## src/rtl/draw_field_sync_if.sv

```systemverilog
// Snapshot handshake between game logic and the frame-sync controller.
// Game logic drives the master side; the controller is the slave.
interface draw_field_sync_if #(
    parameter int ROW_CNT = 20,
    parameter int COL_CNT = 10,
    parameter int COLOR_W = 3
);
    localparam int FW = ROW_CNT * COL_CNT * COLOR_W;

    logic               valid;
    logic               ready;
    logic [FW-1:0]      field;
    logic               next_en;
    logic [ROW_CNT-1:0] clr_rows;

    modport master (
        output valid,
        output field,
        output next_en,
        output clr_rows,
        input  ready
    );

    modport slave (
        input  valid,
        input  field,
        input  next_en,
        input  clr_rows,
        output ready
    );
endinterface

```

## src/rtl/draw_field_sync.sv

```systemverilog
// Commits game-logic field snapshots to the renderer on vblank only,
// and runs the line-clear blink animation in whole-frame steps.
module draw_field_sync #(
    parameter int ROW_CNT      = 20,
    parameter int COL_CNT      = 10,
    parameter int COLOR_W      = 3,
    parameter int BLINK_FRAMES = 4,
    parameter int BLINK_CNT    = 3
) (
    input  logic                 clk_i,
    input  logic                 rst_n_i,
    draw_field_sync_if.slave     upd,
    input  logic                 vblank_i,
    output logic [ROW_CNT*COL_CNT*COLOR_W-1:0] disp_field_o,
    output logic                 disp_next_en_o,
    output logic                 anim_busy_o,
    output logic                 anim_done_o
);
    localparam int FW = ROW_CNT * COL_CNT * COLOR_W;
    localparam int RW = COL_CNT * COLOR_W;
    localparam int CW = $clog2(BLINK_FRAMES + 1);
    localparam int PW = $clog2(BLINK_CNT + 1);
    localparam logic [CW-1:0] FLAST = CW'(BLINK_FRAMES - 1);
    localparam logic [PW-1:0] PLAST = PW'(BLINK_CNT - 1);

    typedef enum logic [1:0] {IDLE, PEND, ANIM} state_t;

    state_t             state_q, state_d;
    logic [FW-1:0]      pf_q, pf_d;
    logic               pn_q, pn_d;
    logic [ROW_CNT-1:0] pc_q, pc_d;
    logic [FW-1:0]      df_q, df_d;
    logic               dn_q, dn_d;
    logic [ROW_CNT-1:0] dc_q, dc_d;
    logic               off_q, off_d;
    logic [CW-1:0]      frame_q, frame_d;
    logic [PW-1:0]      pair_q, pair_d;
    logic               done_q, done_d;

    always_ff @(posedge clk_i or negedge rst_n_i) begin
        if (!rst_n_i) begin
            state_q <= IDLE;
            pf_q    <= '0;
            pn_q    <= 1'b0;
            pc_q    <= '0;
            df_q    <= '0;
            dn_q    <= 1'b0;
            dc_q    <= '0;
            off_q   <= 1'b0;
            frame_q <= '0;
            pair_q  <= '0;
            done_q  <= 1'b0;
        end else begin
            state_q <= state_d;
            pf_q    <= pf_d;
            pn_q    <= pn_d;
            pc_q    <= pc_d;
            df_q    <= df_d;
            dn_q    <= dn_d;
            dc_q    <= dc_d;
            off_q   <= off_d;
            frame_q <= frame_d;
            pair_q  <= pair_d;
            done_q  <= done_d;
        end
    end

    always_comb begin
        state_d = state_q;
        pf_d    = pf_q;
        pn_d    = pn_q;
        pc_d    = pc_q;
        df_d    = df_q;
        dn_d    = dn_q;
        dc_d    = dc_q;
        off_d   = off_q;
        frame_d = frame_q;
        pair_d  = pair_q;
        done_d  = 1'b0;
        unique case (state_q)
            IDLE: begin
                if (upd.valid) begin
                    pf_d    = upd.field;
                    pn_d    = upd.next_en;
                    pc_d    = upd.clr_rows;
                    state_d = PEND;
                end
            end
            PEND: begin
                if (vblank_i) begin
                    df_d    = pf_q;
                    dn_d    = pn_q;
                    dc_d    = pc_q;
                    off_d   = 1'b1;
                    frame_d = '0;
                    pair_d  = '0;
                    state_d = (pc_q == '0) ? IDLE : ANIM;
                end
            end
            ANIM: begin
                if (vblank_i) begin
                    if (frame_q == FLAST) begin
                        frame_d = '0;
                        off_d   = ~off_q;
                        // End of an ON half closes one blink pair
                        if (!off_q) begin
                            if (pair_q == PLAST) begin
                                off_d   = 1'b0;
                                done_d  = 1'b1;
                                state_d = IDLE;
                            end else begin
                                pair_d = pair_q + 1'b1;
                            end
                        end
                    end else begin
                        frame_d = frame_q + 1'b1;
                    end
                end
            end
            default: state_d = IDLE;
        endcase
    end

    always_comb begin
        disp_field_o = df_q;
        if (state_q == ANIM && off_q) begin
            for (int r = 0; r < ROW_CNT; r++) begin
                if (dc_q[r]) disp_field_o[r*RW +: RW] = '0;
            end
        end
    end

    assign upd.ready      = (state_q == IDLE);
    assign disp_next_en_o = dn_q;
    assign anim_busy_o    = (state_q == ANIM);
    assign anim_done_o    = done_q;
endmodule

```

## src/flat_wrapper.sv

```systemverilog
// flat-port wrapper written by rule: the top's interface ports become plain ports
module draw_field_sync_flat 
#(
    parameter int ROW_CNT      = 20,
    parameter int COL_CNT      = 10,
    parameter int COLOR_W      = 3,
    parameter int BLINK_FRAMES = 4,
    parameter int BLINK_CNT    = 3
)
  (clk_i, rst_n_i, vblank_i, disp_field_o, disp_next_en_o, anim_busy_o, anim_done_o, upd_valid, upd_field, upd_next_en, upd_clr_rows, upd_ready);
  draw_field_sync_if #(.ROW_CNT(ROW_CNT), .COL_CNT(COL_CNT), .COLOR_W(COLOR_W)) upd_i ();
  input  logic clk_i;
  input  logic rst_n_i;
  input  logic vblank_i;
  output logic [ROW_CNT*COL_CNT*COLOR_W-1:0] disp_field_o;
  output logic disp_next_en_o;
  output logic anim_busy_o;
  output logic anim_done_o;
  input wire logic [$bits(upd_i.valid)-1:0] upd_valid;
  input wire logic [$bits(upd_i.field)-1:0] upd_field;
  input wire logic [$bits(upd_i.next_en)-1:0] upd_next_en;
  input wire logic [$bits(upd_i.clr_rows)-1:0] upd_clr_rows;
  output wire logic [$bits(upd_i.ready)-1:0] upd_ready;
  assign upd_i.valid = upd_valid;
  assign upd_i.field = upd_field;
  assign upd_i.next_en = upd_next_en;
  assign upd_i.clr_rows = upd_clr_rows;
  assign upd_ready = upd_i.ready;
  draw_field_sync #(.ROW_CNT(ROW_CNT), .COL_CNT(COL_CNT), .COLOR_W(COLOR_W), .BLINK_FRAMES(BLINK_FRAMES), .BLINK_CNT(BLINK_CNT)) u_core (.clk_i(clk_i), .rst_n_i(rst_n_i), .upd(upd_i), .vblank_i(vblank_i), .disp_field_o(disp_field_o), .disp_next_en_o(disp_next_en_o), .anim_busy_o(anim_busy_o), .anim_done_o(anim_done_o));
endmodule
```

## config.mk

```make
export PLATFORM = sky130hd
export DESIGN_NAME = draw_field_sync_flat
export DESIGN_NICKNAME = d
export VERILOG_FILES = /design/src/rtl/draw_field_sync_if.sv /design/src/rtl/draw_field_sync.sv /design/src/flat_wrapper.sv
export SDC_FILE = /design/constraint.sdc
export NUM_CORES = 2
export LEC_CHECK = 0
export ABC_AREA = 0
export BUFFER_PORTS_ARGS = -buffer_cell sky130_fd_sc_hd__buf_2
export CAP_MARGIN = 20
export CORE_AREA = 2 2 473 475
export DETAILED_ROUTE_END_ITERATION = 8
export DIE_AREA = 0 0 475 477
export PLACE_DENSITY = 0.38
export SYNTH_ARGS = -nofsm -noshare
export SYNTH_HDL_FRONTEND = slang
export SYNTH_SLANG_ARGS = --single-unit
```

## constraint.sdc

```tcl
create_clock -name clk_i -period 4.5 [get_ports clk_i]
set_clock_uncertainty 0.05 [all_clocks]
set_input_delay 1.35 -clock clk_i [delete_from_list [all_inputs] [get_ports clk_i]]
set_output_delay 1.35 -clock clk_i [all_outputs]
set_load 0.005 [all_outputs]
```

* Word level (Yosys, flattened, before mapping)
Cells that the tools add are included.
Storage, ports and cells: input port bits 625, output and inout port bits 604, logic and storage cells 85, flip-flop bits (word level) 1251
Cells by class: reduce and logical (&&, ||, !) cells 10, eq/ne operators 11, bitwise gates (word level) 1, mux-type cells 50, add/sub/neg operators 2
Operators with widths (count):
- 30-bit two-way mux | 20
- 600-bit two-way mux | 1
- 2-bit two-way mux | 12
- 20-bit logical NOT | 1
- 6-bit AND reduction | 2
- 1-bit two-way mux | 10
- 2-bit != test (second input constant) | 5
- 3-bit two-way mux | 3
- 2-bit one-hot mux with 3 select lines | 1
- 3-bit one-hot mux with 2 select lines | 1
- 2-bit equality test (second input constant) | 2
- 2-bit by 1-bit != test with 1-bit output (second input constant) | 2
- 2-bit one-hot mux with 2 select lines | 1
- 2-bit AND reduction | 2
- 4-bit AND reduction | 1
- 3-bit by 1-bit adder with 3-bit output (second input constant) | 1
- 3-bit by 2-bit equality test with 1-bit output (second input constant) | 1
- 3-bit AND reduction | 1
- 2-bit by 1-bit adder with 2-bit output (second input constant) | 1
- 2-bit by 1-bit equality test with 1-bit output (second input constant) | 1
- 2-bit logical NOT | 1
- 1-bit one-hot mux with 2 select lines | 1
- 2-bit nonzero test | 1
- 1-bit logical AND | 1
- 1-bit inverter | 1

* Depth between registers and ports, before layout
depth in word-level cells 6, mapped depth 6, depth with buffers taken out 5

* Worst setup path after synthesis
Ideal clock, no wire load.
kind reg2out, start point register u_core.state_q[1], end point output port disp_field_o[0], path slack 1.789 ns, required time 3.100 ns, path buffers 3, stages on the path, launching flop included 7, arrival time 1.311 ns, path through dfrtp_1 buf_2 and3b_1 buf_2 nand2_1 clkbuf_1 and2_1
Between the ends: longest elaborated chain between the ends 3
Ends and longest elaborated chain:
- from (decl) | line draw_field_sync.sv:28 | state_t state_q, state_d;
- from (signal assigned) | line draw_field_sync.sv:54 | state_q <= state_d;
- 2-bit equality test | line draw_field_sync.sv:126 | if (state_q == ANIM && off_q) begin
- 1-bit logical AND | line draw_field_sync.sv:126
- 600-bit two-way mux | line draw_field_sync.sv:126
- to (decl) | line flat_wrapper.sv:15 | output logic [ROW_CNT*COL_CNT*COLOR_W-1:0] disp_field_o;
Every way passes these cells.

* Worst setup path after layout
start point register u_core.state_q[1], end point output port disp_field_o[95]
Same word-level chain as after synthesis.

==> summary.txt <==
Run status
  • Failing checks: negative setup slack
  • Outcome: finished, violations left

Drt
  • DRT iter0 DRCs: 1,447
  • Total wire length: 191 mm
  • DRC violations left: 0
  • Average wire per cell in the routed design: 24.5 um
  • Met3 Wirelength: 18.9 mm
  • Final ANT Viol Nets: 0
  • DR vias/cell: 4.10
  • Top routing layer used: met5
  • Iteration count of the initial detailed-routing pass: 5
  • Vias: 31,989
  • Met2 Wirelength: 89.1 mm
  • Metal1 wirelength: 75.4 mm

Floorplan
  • Initial Utilization: 0.242
  • Die area: 227,000 um2
  • Die Width: 475 um
  • Row count: 173
  • Io pins: 1,229
  • Die H: 477 um
  • Core area: 221,000 um2

Placed design
  • DP Wirelength: 142 mm
  • Port Buffers: 1,228
  • Placed inst area: 62,700 um2
  • Final weighted congestion of routability-driven global placement: 0.802
  • DP Worst Slack: 673 ps

Hold path
  • Hold Startpoint: u_core.pf_q[177]
  • HP Class: register to register

Power
  • Combinational share of power: 0.369
  • P_leak: 32.0 nW
  • P_sw: 17.1 mW
  • Seq pwr share: 0.395
  • Clock network fraction of design power: 0.237
  • Sw Ratio: 0.324
  • Int Power: 35.8 mW
  • Tot Pwr: 53.0 mW
  • Worst VDD drop: 0.000374 V
  • PD cells: 779 nW/um2

Synth
  • Mapped Area: 53,600 um2
  • Syn Inst Count: 3,363
  • Count of unique library cells instantiated by Yosys: 36
  • Sequential element share of the synthesized area: 0.584
  • Synthesis Warnings: 0
  • Syn Nets: 3,990
  • Syn_area_per_cell: 16.0 um2
  • Post-synthesis register bit count: 1,251

Global route
  • Initial antenna violation count: 182
  • Total GRT Usage: 0.165
  • First-pass GRT wire length: 267 mm
  • Number of global-route vias before repair: 34,064
  • Largest net degree at the start of global routing: 122
  • Global route overflow: 0

STA
  • Minimum clock period: 4500 ps
  • Slew HR: 0.294
  • Tcrit/Tclk final: 1.00
  • Max Transition Viols Final: 0
  • RSZ-0062 raised after global routing: true
  • Slew @ Worst Pin: 1060 ps
  • Hold Violations, Final: 0
  • Fmax: 0.222 GHz
  • Final worst slack: -0.572 ps
  • Final Setup Violations: 1
  • Final hold slack: 429 ps

Clocking
  • Total CTS buffers: 156
  • Hold_buf cts: 0
  • Clock root cell: clkbuf_16
  • Clock Latency Late Sink: 800 ps
  • Post-CTS Resized: 4
  • Htree depth: 4
  • CTS tree: yes
  • Post-CTS Setup Bufs: 0
  • Clock net sink count: 1,251
  • Clock Pin Slew Worst Setup and Hold Paths: 60 ps
  • Clk buf depth: 3

Layout
  • Final Cell Area: 68,000 um2
  • Nets: 5,268
  • Layout cells sized above 1: 0.591
  • Area grow syn2layout: 26.7%

Flow run
  • Max-Cap Viols: 0

Critical path
  • Startpoint Class: register
  • Crit path kind: register to output pin
  • Worst Setup SP: u_core.state_q[1]
  • CP required: 3100 ps
  • CP endpoint kind: output pin
  • CP max FO: 30
  • Worst endpoint data arrival time: 3100 ps
  • Reg2reg start: u_core.state_q[1]
[layer usage]
layer  vias up  track usage
met4       146       0.0608
met3       490       0.0750
li1      14129            -
met2      1148        0.264
met5         -            0
met1     16076        0.192
[cells in the final DEF, fill, tap and decap left out, types with 3 or more instances in the layout]
master	n
buf_4	60
buf_12	34
mux2_4	590
inv_6	6
diode_2	55
clkbuf_1	41
nor4_1	5
inv_16	3
nand2_2	4
clkinv_2	16
buf_2	1227
a21oi_1	3
dfrtp_1	1251
nand2_1	18
o21ai_0	3
clkinvlp_4	4
and2_1	600
clkbuf_8	46
clkbuf_16	157
mux2_2	652
inv_1	5
clkinv_16	5
nor2b_1	3
[stage by stage]
step	setup TNS, ps	util	cells
after floorplan	0	-	3363
after global placement	0	0.283	7457
after detailed placement	0	0.283	7458
after CTS	-8790	0.306	7739
after global routing	-23950	0.307	7766
final	-0.572	0.307	7794
[cells by family (layout without fill, tap and decap cells)]
logic type,after synthesis,count (layout),synth area share
adder cells (fa/ha/maj),2,2,0.000466
AO/OA/AOI/OAI,17,17,0.00222
buffers and inverters,207,1608,0.0375
multiplexers,1243,1243,0.302
AND/OR/NAND/NOR,643,643,0.0740
flip-flops,1251,1251,0.584
other,0,55,0
[area by class of cell]
cell class,count,area [um2]
timing repair buffer,1322,7300
fill,22641,153000
clock buffer,244,4720
inverter,5,18.8
clock inverter,37,420
antenna,55,138
multi-input combinational,1905,20400
tap,2975,3720
sequential,1251,31300
[worst paths after layout]
check	cells past startpoint	slack [ps]	end
setup / recovery	4	-0.6	disp_field_o[95]
max in group asynchronous	3	2760	u_core.df_q[254]
min in group asynchronous	1	450	u_core.df_q[102]
hold / removal	1	430	u_core.df_q[177]
hold reg to reg	1	430	u_core.df_q[177]
setup reg to reg	5	1660	u_core.pf_q[182]
[state kept, by name, indices dropped and copies added (netlist names)]
register               flops
u_core.frame_q             3
u_core.dc_q               20
u_core.pf_q              600
u_core.disp_next_en_o      1
u_core.anim_done_o         1
u_core.off_q               1
u_core.df_q              600
u_core.pair_q              2
u_core.pc_q               20
u_core.state_q             2
u_core.pn_q                1
[power by group through the flow]
stage	sequential (mW)	clock [mW]	combinational, mW
final	20.9	12.5	19.5
after global placement	21.2	0	19.7
after detailed placement	21.2	0	19.9
after floorplan	18.9	0	13.4
after global routing	21.7	13.5	21.2
after CTS	21.1	13.0	20.0
[critical path, stage by stage (launching register included)]
cell and delay, ps:
dfrtp_1 530, and3b_2 450, nand2_1 690, and2_1 460, buf_2 140
[cells in the mapped netlist]
cell,count,share of area
dfrtp_1,1251,0.58
mux2_2,652,0.14
and2_1,601,0.070
mux2_4,590,0.17
clkbuf_1,62,0.0043
buf_12,56,0.021
buf_4,49,0.0069
buf_2,25,0.0023
nand2_1,24,0.0017
buf_8,9,0.0025
inv_1,5,0.00035
nor4_1,5,0.00058
a21oi_1,3,0.00028
nor2b_1,3,0.00035
o21ai_0,3,0.00028
a22o_1,2,0.00033
ha_1,2,0.00047
nand2b_1,2,0.00023
nor2_1,2,0.00014
a211o_1,1,0.00016
a22oi_1,1,0.00014
a31oi_1,1,0.00012
a32oi_1,1,0.00016
and3_1,1,0.00012
and3b_1,1,0.00016
and4bb_2,1,0.00023
buf_6,1,0.00021
mux2i_1,1,0.00019
nand3b_1,1,0.00014
nor2_2,1,0.00012
nor3b_1,1,0.00014
o211ai_1,1,0.00014
o21a_1,1,0.00014
o2bb2ai_1,1,0.00016
o31ai_1,1,0.00014
o41ai_1,1,0.00016
Note: power is estimated with default switching activity, not from simulation.
